**src/rtl/seg_pkg.sv**
```systemverilog
// Shared types and helpers for the seven-segment scan controller.
package seg_pkg;

  typedef enum logic [1:0] {StOff, StDead, StShow} seg_state_e;

  localparam int unsigned NIB_W = 4;

  // Width of a counter that must hold 0..slot_cycles-1.
  function automatic int unsigned cnt_width(input int unsigned slot_cycles);
    return (slot_cycles > 1) ? $clog2(slot_cycles) : 1;
  endfunction

endpackage

```
**src/rtl/seg_slot_timer.sv**
```systemverilog
// Per-digit slot prescaler: flags the last blanking cycle and the slot terminal count.
module seg_slot_timer
  import seg_pkg::*;
#(
  parameter int unsigned SLOT_CYCLES = 50000,
  parameter int unsigned DEAD_CYCLES = 1
) (
  input  logic clk_i,
  input  logic rst_i,
  input  logic run_i,
  input  logic clr_i,
  output logic dead_end_o,
  output logic tc_o,
  output logic tc_next_o
);

  localparam int unsigned CntW = cnt_width(SLOT_CYCLES);
  localparam logic [CntW-1:0] DeadLast = CntW'(DEAD_CYCLES - 1);
  localparam logic [CntW-1:0] SlotLast = CntW'(SLOT_CYCLES - 1);

  logic [CntW-1:0] cnt_q, cnt_d;

  assign dead_end_o = (cnt_q == DeadLast);
  assign tc_o       = (cnt_q == SlotLast);
  // Lets the owner register a flag that lines up with the terminal-count cycle.
  assign tc_next_o  = (cnt_d == SlotLast);

  always_comb begin
    cnt_d = cnt_q;
    if (clr_i) begin
      cnt_d = '0;
    end else if (run_i) begin
      cnt_d = tc_o ? '0 : cnt_q + 1'b1;
    end
  end

  always_ff @(posedge clk_i) begin
    if (rst_i) begin
      cnt_q <= '0;
    end else begin
      cnt_q <= cnt_d;
    end
  end

endmodule

```
**src/rtl/seg_scan_ctrl.sv**
```systemverilog
// Time-multiplexed 7-segment scanner with frame-aligned display word swap.
// Optional: define LEADING_ZERO_BLANK_EN to keep digits above the highest nonzero one dark.
module seg_scan_ctrl
  import seg_pkg::*;
#(
  parameter int unsigned NUM_DIGITS  = 8,
  parameter int unsigned SLOT_CYCLES = 50000,
  parameter int unsigned DEAD_CYCLES = 1
) (
  input  logic                          clk,
  input  logic                          rst,
  input  logic                          en,
  input  logic                          wr_valid,
  input  logic [NIB_W*NUM_DIGITS-1:0]   wr_data,
  output logic                          wr_ready,
  output logic [NIB_W-1:0]              nib,
  output logic [NUM_DIGITS-1:0]         an,
  output logic                          frame_done
);

  localparam int unsigned WordW = NIB_W * NUM_DIGITS;
  localparam int unsigned IdxW  = $clog2(NUM_DIGITS);
  localparam logic [IdxW-1:0] IdxLast = IdxW'(NUM_DIGITS - 1);

  seg_state_e            state_q, state_d;
  logic [IdxW-1:0]       idx_q, idx_d;
  logic [WordW-1:0]      disp_q, disp_d, pend_q, pend_d;
  logic                  pend_full_q, pend_full_d;
  logic                  wr_ready_q;
  logic                  frame_done_q, frame_done_d;
  logic [NIB_W-1:0]      nib_q, nib_d;
  logic [NUM_DIGITS-1:0] an_q, an_d;
  logic                  dead_end, tc, tc_next, xfer, swap, lit;

  seg_slot_timer #(
    .SLOT_CYCLES(SLOT_CYCLES),
    .DEAD_CYCLES(DEAD_CYCLES)
  ) u_timer (
    .clk_i     (clk),
    .rst_i     (rst),
    .run_i     (en && (state_q != StOff)),
    .clr_i     (!en),
    .dead_end_o(dead_end),
    .tc_o      (tc),
    .tc_next_o (tc_next)
  );

  always_comb begin
    state_d = state_q;
    idx_d   = idx_q;
    unique case (state_q)
      StOff:  if (en) state_d = StDead;
      StDead: begin
        if (!en) state_d = StOff;
        else if (dead_end) state_d = StShow;
      end
      StShow: begin
        if (!en) begin
          state_d = StOff;
        end else if (tc) begin
          state_d = StDead;
          idx_d   = (idx_q == IdxLast) ? '0 : idx_q + 1'b1;
        end
      end
      default: state_d = StOff;
    endcase
  end

  // Transfer and swap are exclusive: wr_ready is low whenever a word is pending.
  assign xfer = wr_valid && wr_ready_q;
  assign swap = pend_full_q && (frame_done_q || (state_q == StOff));

  always_comb begin
    pend_d      = pend_q;
    pend_full_d = pend_full_q;
    disp_d      = disp_q;
    if (xfer) begin
      pend_d      = wr_data;
      pend_full_d = 1'b1;
    end else if (swap) begin
      disp_d      = pend_q;
      pend_full_d = 1'b0;
    end
  end

`ifdef LEADING_ZERO_BLANK_EN
  logic [IdxW-1:0] hi_q, hi_d;

  function automatic logic [IdxW-1:0] hi_digit(input logic [WordW-1:0] w);
    logic [IdxW-1:0] h;
    h = '0;
    for (int i = 1; i < NUM_DIGITS; i++) begin
      if (w[i*NIB_W +: NIB_W] != '0) h = IdxW'(i);
    end
    return h;
  endfunction

  assign hi_d = swap ? hi_digit(pend_q) : hi_q;
  assign lit  = (idx_d <= hi_d);

  always_ff @(posedge clk) begin
    if (rst) hi_q <= '0;
    else     hi_q <= hi_d;
  end
`else
  assign lit = 1'b1;
`endif

  // Outputs are registered from next-state values so they line up with the state.
  always_comb begin
    an_d = '1;
    if ((state_d == StShow) && lit) an_d[idx_d] = 1'b0;
    nib_d        = disp_d[idx_d*NIB_W +: NIB_W];
    frame_done_d = (state_d == StShow) && tc_next && (idx_d == IdxLast);
  end

  always_ff @(posedge clk) begin
    if (rst) begin
      state_q      <= StOff;
      idx_q        <= '0;
      disp_q       <= '0;
      pend_q       <= '0;
      pend_full_q  <= 1'b0;
      wr_ready_q   <= 1'b1;
      an_q         <= '1;
      nib_q        <= '0;
      frame_done_q <= 1'b0;
    end else begin
      state_q      <= state_d;
      idx_q        <= idx_d;
      disp_q       <= disp_d;
      pend_q       <= pend_d;
      pend_full_q  <= pend_full_d;
      wr_ready_q   <= !pend_full_d;
      an_q         <= an_d;
      nib_q        <= nib_d;
      frame_done_q <= frame_done_d;
    end
  end

  assign wr_ready   = wr_ready_q;
  assign an         = an_q;
  assign nib        = nib_q;
  assign frame_done = frame_done_q;

endmodule

```
**config.mk**
```make
export PLATFORM = sky130hd
export DESIGN_NAME = seg_scan_ctrl
export DESIGN_NICKNAME = d
export VERILOG_FILES = /design/src/rtl/seg_pkg.sv /design/src/rtl/seg_slot_timer.sv /design/src/rtl/seg_scan_ctrl.sv
export SDC_FILE = /design/constraint.sdc
export NUM_CORES = 1
export LEC_CHECK = 0
export ABC_CLOCK_PERIOD_IN_PS = 2930
export CORE_UTILIZATION = 25
export CTS_CLUSTER_DIAMETER = 30
export DETAILED_ROUTE_END_ITERATION = 12
export HOLD_SLACK_MARGIN = 0.05
export PLACE_DENSITY = 0.46
export SYNTH_ARGS = -nofsm -noshare
export SYNTH_HDL_FRONTEND = slang
export SYNTH_SLANG_ARGS = --single-unit
```
**constraint.sdc**
```tcl
create_clock -name clk -period 2.93 [get_ports clk]
set_clock_uncertainty 0.05 [all_clocks]
set_input_delay 0.7325 -clock clk [delete_from_list [all_inputs] [get_ports clk]]
set_output_delay 0.7325 -clock clk [all_outputs]
set_load 0.1 [all_outputs]
```
## Yosys cells after proc, flatten, opt, wreduce, memory -nomap -nowiden

Cells that the tools add are included.

- Register bits: 100
- Bits of input ports: 36
- Output and inout port bits: 14
- Word-level logic and storage cells: 55

- Equality and inequality tests: 7
- Bitwise gates (word level): 2
- Muxes and demuxes: 19
- Shift operators: 1
- Add/sub/neg operators: 2
- $lt $le $gt $ge: 2
- Reduce and logical (&&, ||, !) cells: 12

Operators with widths:

| operator | number |
|---|---|
| two-way mux 32 bit | 2 |
| two-way mux 16 bit | 3 |
| equality test 16 bit (second input constant) | 2 |
| variable part select 32 x 6 -> 4 bit | 1 |
| adder 16 x 1 -> 16 bit (second input constant) | 1 |
| zero test 16 bit | 1 |
| two-way mux 3 bit | 4 |
| two-way mux 2 bit | 5 |
| inverter 8 bit | 1 |
| equality test 3 bit (second input constant) | 2 |
| logical AND 1 bit | 6 |
| one-hot mux 2 bit (3 select lines) | 1 |
| equality test 2 bit (second input constant) | 2 |
| < comparator 3 x 4 -> 1 bit (second input constant) | 1 |
| adder 3 x 1 -> 3 bit (second input constant) | 1 |
| demux 1 bit (select 3 bit) | 1 |
| >= comparator 3 x 1 -> 1 bit (second input constant) | 1 |
| two-way mux 1 bit | 3 |
| equality test 2 x 1 -> 1 bit (second input constant) | 1 |
| zero test 2 bit | 1 |
| nonzero test 2 bit | 1 |
| OR reduction 2 bit | 1 |
| zero test 1 bit | 1 |
| logical OR 1 bit | 1 |
| inverter 1 bit | 1 |

## Logic depth before layout (Yosys ltp)

Gate-level depths: netlist of the first run.

- Word-level depth: 10
- Depth in mapped cells: 11
- Gate-level depth less buffers: 9

## Modules after synthesis

Synthesis of the first run repeated with hierarchy kept, for this count alone.

- Cells, all modules: 515
- Area, all modules: 4325.4 sq um

By module, submodules not included:

| module | sequential area each (sq um) | area each (sq um) | cells each | instances |
|---|---|---|---|---|
| seg_scan_ctrl | 1681.6 | 3340.7 | 397 | 1 |
| seg_slot_timer | 320.3 | 984.7 | 118 | 1 |

## Worst setup path before layout of the first run

Ideal clock, no wire load.

- Kind: register to register
- Start point: register wr_ready_q, in the netlist wr_ready
- End point: register nib_q[3], in the netlist nib[3]
- Arrival time: 2.780 ns
- Path slack: -0.031 ns
- Clock period less this slack: 2.961 ns
- Cell stages (with the launch flop): 10
- Required time: 2.750 ns
- Library setup time: 0.130 ns
- Cells stage by stage: dfxtp_1 > nand2_1 > nand2_1 > or2_2 > clkbuf_1 > buf_1 > mux2i_1 > nand2_1 > a32oi_1 > o22ai_1

- Cells in the longest elaborated chain, start to end: 3

Ends and longest elaborated chain:

| what | line | text |
|---|---|---|
| from (decl) | seg_scan_ctrl.sv:29 | `logic wr_ready_q;` |
| from (signal assigned) | seg_scan_ctrl.sv:134 | `wr_ready_q <= !pend_full_d;` |
| logical AND 1 bit | seg_scan_ctrl.sv:70 | `assign xfer = wr_valid && wr_ready_q;` |
| two-way mux 32 bit | seg_scan_ctrl.sv:77 | `if (xfer) begin` |
| variable part select 32 x 6 -> 4 bit | seg_scan_ctrl.sv:113 | `nib_d = disp_d[idx_d*NIB_W +: NIB_W];` |
| to (signal assigned) | seg_scan_ctrl.sv:136 | `nib_q <= nib_d;` |
| to (decl) | seg_scan_ctrl.sv:31 | `logic [NIB_W-1:0] nib_q, nib_d;` |

No other way between the ends.
A chain may end at the register's enable or synchronous reset.

## Worst setup path after layout of the first run

- Start point: register u_timer.cnt_q[10]
- End point: register nib_q[3], in the netlist nib[3]

- Cells in the longest elaborated chain, start to end: 5

Ends and longest elaborated chain:

| what | line | text |
|---|---|---|
| from (decl) | seg_slot_timer.sv:21 | `logic [CntW-1:0] cnt_q, cnt_d;` |
| from (signal assigned) | seg_slot_timer.sv:41 | `cnt_q <= cnt_d;` |
| equality test 16 bit | seg_slot_timer.sv:24 | `assign tc_o = (cnt_q == SlotLast);` |
| two-way mux 3 bit | seg_scan_ctrl.sv:60 | `end else if (tc) begin` |
| two-way mux 3 bit | seg_scan_ctrl.sv:58 | `if (!en) begin` |
| two-way mux 3 bit | seg_scan_ctrl.sv:51 | `unique case (state_q)` |
| variable part select 32 x 6 -> 4 bit | seg_scan_ctrl.sv:113 |  |

No other way between the ends.

==> results of run 1 <==
## per-layer routing
metal / GRT usage [%] / vias up / share of wire, %
met5: 0 / - / 0
met2: 22.89 / 66 / 48
met4: 5.177 / 0 / 1.7
met3: 3.463 / 17 / 4.7
li1: - / 1941 / -
met1: 15.93 / 1727 / 45
## synthesized netlist by cell type, types with 2 or more instances
cell type,n
sky130_fd_sc_hd__a21o_1,2
sky130_fd_sc_hd__a21oi_1,65
sky130_fd_sc_hd__a22o_1,2
sky130_fd_sc_hd__a31oi_1,4
sky130_fd_sc_hd__a32oi_1,4
sky130_fd_sc_hd__and3_1,7
sky130_fd_sc_hd__buf_1,2
sky130_fd_sc_hd__buf_4,2
sky130_fd_sc_hd__clkbuf_1,26
sky130_fd_sc_hd__dfxtp_1,100
sky130_fd_sc_hd__ha_1,4
sky130_fd_sc_hd__inv_1,7
sky130_fd_sc_hd__mux2_2,2
sky130_fd_sc_hd__mux2i_1,22
sky130_fd_sc_hd__nand2_1,147
sky130_fd_sc_hd__nand2b_1,3
sky130_fd_sc_hd__nand3_1,23
sky130_fd_sc_hd__nand3b_1,3
sky130_fd_sc_hd__nand4_1,8
sky130_fd_sc_hd__nor2_1,40
sky130_fd_sc_hd__nor2_2,2
sky130_fd_sc_hd__nor3_1,5
sky130_fd_sc_hd__nor4_1,2
sky130_fd_sc_hd__nor4b_1,2
sky130_fd_sc_hd__o21ai_0,6
sky130_fd_sc_hd__o22ai_1,4
sky130_fd_sc_hd__o31ai_1,2
sky130_fd_sc_hd__or2_2,2
sky130_fd_sc_hd__or3_1,3
sky130_fd_sc_hd__xnor2_1,4
sky130_fd_sc_hd__xor2_1,12
## cell families after synthesis
family / after synthesis / share of synthesized area, %
xor+xnor: 16 / 3.260
mux: 24 / 5.648
flops: 100 / 46.58
compound gates: 97 / 13.68
simple gates: 253 / 25.88
fa+ha+maj: 4 / 1.165
buf+inv: 39 / 3.784
## area by class of cell
type | count | area (um2)
Tap cell | 220 | 275.3
Sequential cell | 100 | 2004
Fill cell | 1783 | 11190
Clock buffer | 11 | 242.7
Multi-Input combinational cell | 394 | 2137
Timing Repair Buffer | 86 | 757.0
Clock inverter | 5 | 66.31
Inverter | 7 | 26.28
## flip-flops by register name, summed over array words and instances (netlist names)
| signal | cells |
|---|---|
| disp_q | 32 |
| pend_q | 32 |
| u_timer.cnt_q | 16 |
| an | 8 |
| nib | 4 |
| idx_q | 3 |
| state_q | 2 |
| frame_done | 1 |
| pend_full_q | 1 |
| wr_ready | 1 |
## power breakdown
group	internal (mW)	switching (mW)
Clock	0.698	0.546
Sequential	1.40	0.0250
Combinational	0.0917	0.122
## through the flow
step / utilization, % / cell area, um2
final: 32.99 / 5509
after global routing: 32.99 / 5509
after CTS: 32.80 / 5478
after detailed placement: 30.95 / 5169
after global placement: 30.95 / 5169
after floorplan: - / 4299
## worst paths after layout
path                      from         end  slack (ps)  cells after the start
max          u_timer.cnt_q[10]      nib[3]          80                     11
min                 pend_q[14]  pend_q[14]         410                      2
max reg2reg  u_timer.cnt_q[10]      nib[3]          80                     11
min reg2reg         pend_q[14]  pend_q[14]         410                      2
## worst min-delay path, cell delays in order, from the launching register on
cell and delay, ps:
sky130_fd_sc_hd__dfxtp_1 310, sky130_fd_sc_hd__nand2_1 50, sky130_fd_sc_hd__a21oi_1 50
## repair_timing
| item | CTS | global route |
|---|---|---|
| pin swaps | 0 | 5 |
| buffers inserted | 0 | 3 |
| setup endpoints to repair | 2 | 4 |
| resized for setup | 1 | 3 |
==> impl_metrics.toml, run 1 <==
[status]
status = "completed"

[die]
placement_rows = 47
die_y_um = 133.1
core_area_um2 = 16700
fp.dieArea_um2 = 17720
pin_count = 50
die_x_um = 133.1
initial_standard_cell_utilization_of_the_core_pct = 25.73

[setup_path]
critical-path-top-delay-family = "simple AND/OR/NAND/NOR gates"
path_cells = "or4_1 -> or4_4 -> buf_4 -> nor2_2 -> buf_4 -> mux2i_1 -> buf_4 -> mux2i_1 -> a221oi_1 -> a21oi_1 -> o22ai_1"
path_buf_inv = 3
cp-end-kind = "register"
worst_path_max_delay_cell = "sky130_fd_sc_hd__or4_1"
path_max_fanout = 5
critPathKind = "register to register"
cp_slowest_stage_delay_ps = 540
cp.required_ps = 3110
setup.worst_path.start_class = "register"
cp_data_arrival_time_ps = 3030
timing.critical_path.mode_cell = "sky130_fd_sc_hd__buf_4"

[grt]
maximum_number_of_pins_on_one_net_before_global_route_repair = 56
gr-usage-all-layers_pct = 13.35
grt_first_pass_wirelength_mm = 18.46
first_global_vias = 3775
grt_antenna_before_repair = 0
grt.overflow.total = 0

[cells_and_area]
antenna-diode-count = 0
finalNonFillerCells = 823
most-common-layout-cells = "147 x sky130_fd_sc_hd__nand2_1, 98 x sky130_fd_sc_hd__dfxtp_1, 65 x sky130_fd_sc_hd__a21oi_1"
nNetsFinal = 638
fraction_of_layout_cells_with_a_size_suffix_above_1_pct = 13.27
syn_to_final_growth_pct = 28.18
most_common_cell_after_layout_fill_and_taps_aside = "sky130_fd_sc_hd__nand2_1"

[clock_network]
clockRootBuffer = "sky130_fd_sc_hd__clkbuf_16"
htreeDepth = 3
cts_sinks = 100
hold_buffers = 0
cts_tree = "built"
cts_made_buffers = 9
ctsLongestPathBuffers = 2
clk_latency_ps = 360
path_clk_slew_ps = 70

[min_path]
hold_path.class = "register to register"

[power_and_ir_drop]
power.density_nw_per_um2 = 522.6
total_power_mw = 2.879
vdd_ir_max_uv = 278.1
static_leakage_nw = 2.164

[place]
gp_routability_congestion = 0.8585
dp_hpwl_mm = 8.164
port_buffers = 49
dp.cells = 804
dpl_ws_ps = -82.43

[yosys]
synth_top_flop_cell = "sky130_fd_sc_hd__dfxtp_1"
leading_post_synthesis_cells_by_cell_area = "sky130_fd_sc_hd__dfxtp_1 47%, sky130_fd_sc_hd__nand2_1 13%, sky130_fd_sc_hd__a21oi_1 7.6%, sky130_fd_sc_hd__mux2i_1 5.1%, sky130_fd_sc_hd__nor2_1 3.5%"
synth_area_leader_cell = "sky130_fd_sc_hd__dfxtp_1"
share_of_synthesized_area_occupied_by_flip_flops_and_latches_pct = 46.58
syn-num-nets = 573
syn_area_um2 = 4298
synth_cell_types = 47
yosys.area.top_type_share_pct = 46.58
ys.warnings.count = 0
ys_ff_latch = 100
postSynthAreaPerCell_um2 = 8.064
synth_async_sr_flop_share_pct = 0
number_of_synthesized_flops_with_an_enable_pin = 0
cells_after_synthesis = 533

[sta]
peak_freq_mhz = 350.6
maxSlewViolCount = 0
final.setup.worst_slack_ps = 77.88
slew_headroom_pct = 60.52
hold-worst-slack_ps = 405.6
worst-slew-pin-transition_ps = 592.3
min_period_ps = 2852
setup_viol_count_final = 0
setup_tns_ps = 0
final-hold-violation-count = 0
period_share_pct = 97.34

[drt]
drt_pass1_iterations = 4
totalWireLength_mm = 11.00
ant_nets = 0
routed-via-count = 3751
detail_route.wl_per_cell_um = 13.37
detailedRoute.firstIterationViolations = 201
drc_errors = 0
via_per_inst = 4.558

[flow_run]
drv.max_cap_violation_count = 0
Note: power is estimated with default switching activity, not from simulation.
==> run 2: changes to the inputs <==
SETUP_SLACK_MARGIN = 0.15   (was default)
==> run 2 against run 1 <==
Die area unchanged. Fmax up 4.7%. Utilization up 0.29 points. First-iteration DRC count up 4.5%. Sequential share of layout area down 0.32 points. Count of clock-buffer cells in the layout down 1. Flip-flop and latch count unchanged. Global-route usage down 0.31 points. Register-to-register slack better by 130 ps. Final cell count up 0.12%. Highest routed layer unchanged.
==> impl_metrics.toml, run 2 (synthesis gave the netlist of run 1 again) <==
[cells_and_area]
most-common-layout-cells = "147 x sky130_fd_sc_hd__nand2_1, 98 x sky130_fd_sc_hd__dfxtp_1, 64 x sky130_fd_sc_hd__a21oi_1"
fraction_of_layout_cells_with_a_size_suffix_above_1_pct = 15.40
finalNonFillerCells = 824
antenna-diode-count = 0
syn_to_final_growth_pct = 29.32
top_regs = "disp_q (32), pend_q (32), u_timer.cnt_q (16)"
utilization_pct = 33.28
nNetsFinal = 639
most_common_cell_after_layout_fill_and_taps_aside = "sky130_fd_sc_hd__nand2_1"

[grt]
gr-usage-all-layers_pct = 13.04
maximum_number_of_pins_on_one_net_before_global_route_repair = 41
first_global_vias = 3569
grt.overflow.total = 0
grt_antenna_before_repair = 0
grt_first_pass_wirelength_mm = 18.17

[power_and_ir_drop]
p_seq_share_pct = 50.7
static_leakage_nw = 2.155
clock_power_share_pct = 41.6
power.density_nw_per_um2 = 503.8
total_power_mw = 2.800
pwr-share-comb_pct = 7.7
intPower_mw = 2.095
swShare_pct = 25.17
vdd_ir_max_uv = 305.8
net-switching-power_mw = 0.7046

[setup_path]
cp_slowest_stage_delay_ps = 530
cp.required_ps = 3120
worst-r2r-cell-count = 8
cp_data_arrival_time_ps = 2910
worst_path_max_delay_cell = "sky130_fd_sc_hd__or4_4"
setup.worst_path.start_class = "register"
worst_r2r_startpoint = "u_timer.cnt_q[10]"
path_cells = "or4_4 -> or4_4 -> or2_4 -> a21o_4 -> a2111oi_4 -> a21oi_1 -> a21oi_1 -> o22ai_1"
r2r_slack_ps = 210
cp-end-kind = "register"
reg2reg_to = "nib[3]"
critPathKind = "register to register"
path_max_fanout = 5

[die]
core_area_um2 = 16700
die_x_um = 133.1
initial_standard_cell_utilization_of_the_core_pct = 25.73
fp.dieArea_um2 = 17720
die_y_um = 133.1
placement_rows = 47
pin_count = 50

[min_path]
min_to = "pend_q[2]"
worst_hold_path.num_cells = 2
hold_path.class = "register to register"
min_from = "pend_q[2]"

[flow_run]
drv.max_cap_violation_count = 0

[clock_network]
clk_latency_ps = 360
ctsLongestPathBuffers = 2
htreeDepth = 3
hold_buffers = 0
cts_tree = "built"
path_clk_slew_ps = 80
cts_made_buffers = 9
clockRootBuffer = "sky130_fd_sc_hd__clkbuf_16"
cts_sinks = 100

[status]
status = "completed"

[sta]
period_share_pct = 92.94
rsz0062_at_grt = "true"
slew_headroom_pct = 68.28
worst-slew-pin-transition_ps = 470.8
min_period_ps = 2723
peak_freq_mhz = 367.2
setup_viol_count_final = 0
maxSlewViolCount = 0
final-hold-violation-count = 0

[drt]
routed-via-count = 3790
totalWireLength_mm = 11.08
detail_route.wl_per_cell_um = 13.45
ant_nets = 0
detailedRoute.firstIterationViolations = 210
drt_pass1_iterations = 4
drc_errors = 0
via_per_inst = 4.600

[place]
port_buffers = 49
dp.cells = 807
gp_routability_congestion = 0.8448
dp_hpwl_mm = 8.093
[run 2: area by class of cell]
| class | count | area [um2] |
|---|---|---|
| tap | 220 | 275.3 |
| timing repair buffer | 87 | 764.5 |
| clock inverter | 6 | 46.29 |
| fill | 1779 | 11140 |
| inverter | 7 | 26.28 |
| clock buffer | 10 | 239.0 |
| multi-input combinational | 394 | 2202 |
| sequential | 100 | 2004 |
[run 2: per-stage QoR]
stage | hold slack [ps] | setup WS [ps] | setup TNS, ps | instance area [um2]
after floorplan | 385.7 | 150.6 | 0 | 4309
after detailed placement | 398.6 | -29.85 | -71.23 | 5201
after CTS | 408.2 | 180.0 | 0 | 5489
after global placement | 396.3 | -65.71 | -65.71 | 5201
after global routing | 423.2 | 90.10 | 0 | 5558
final | 405.4 | 206.8 | 0 | 5558
[run 2: what timing repair did]
action / in CTS / in global routing
resized for setup: 2 / 13
setup buffers: 0 / 1
pin swaps: 1 / 6
endpoints found under the setup margin: 5 / 5
cloned: 0 / 0
[run 2: power groups by stage]
stage                     sequential (mW)  clock, mW  combinational, mW
final                                1.42       1.16              0.215
after CTS                            1.42       1.21              0.216
after global routing                 1.43       1.26              0.237
after global placement               1.45          0              0.213
after floorplan                      1.46          0              0.114
after detailed placement             1.45          0              0.216
[run 2: metal layers]
layer / track usage [%] / share of wire (%)
met5: 0 / 0
met4: 3.788 / 1.8
met3: 3.805 / 4.3
met2: 20.74 / 46
met1: 17.10 / 48
[run 2: critical path: cells and delay by family, from the launching register on]
kind            cells  cell delay, ps
flops               1             310
simple gates        3            1310
compound gates      5             950
[run 2: how the worst max path moves through the flow]
stage | startpoint | to | slack, ps | cells past startpoint
2_1_floorplan | u_timer.cnt_q[10] | nib[3] | 150 | 8
3_3_place_gp | en | frame_done | -70 | 10
3_5_place_dp | u_timer.cnt_q[10] | nib[3] | -30 | 8
4_1_cts | u_timer.cnt_q[10] | nib[3] | 180 | 8
5_1_grt | u_timer.cnt_q[10] | nib[3] | 90 | 8
6_report | u_timer.cnt_q[10] | nib[3] | 210 | 8
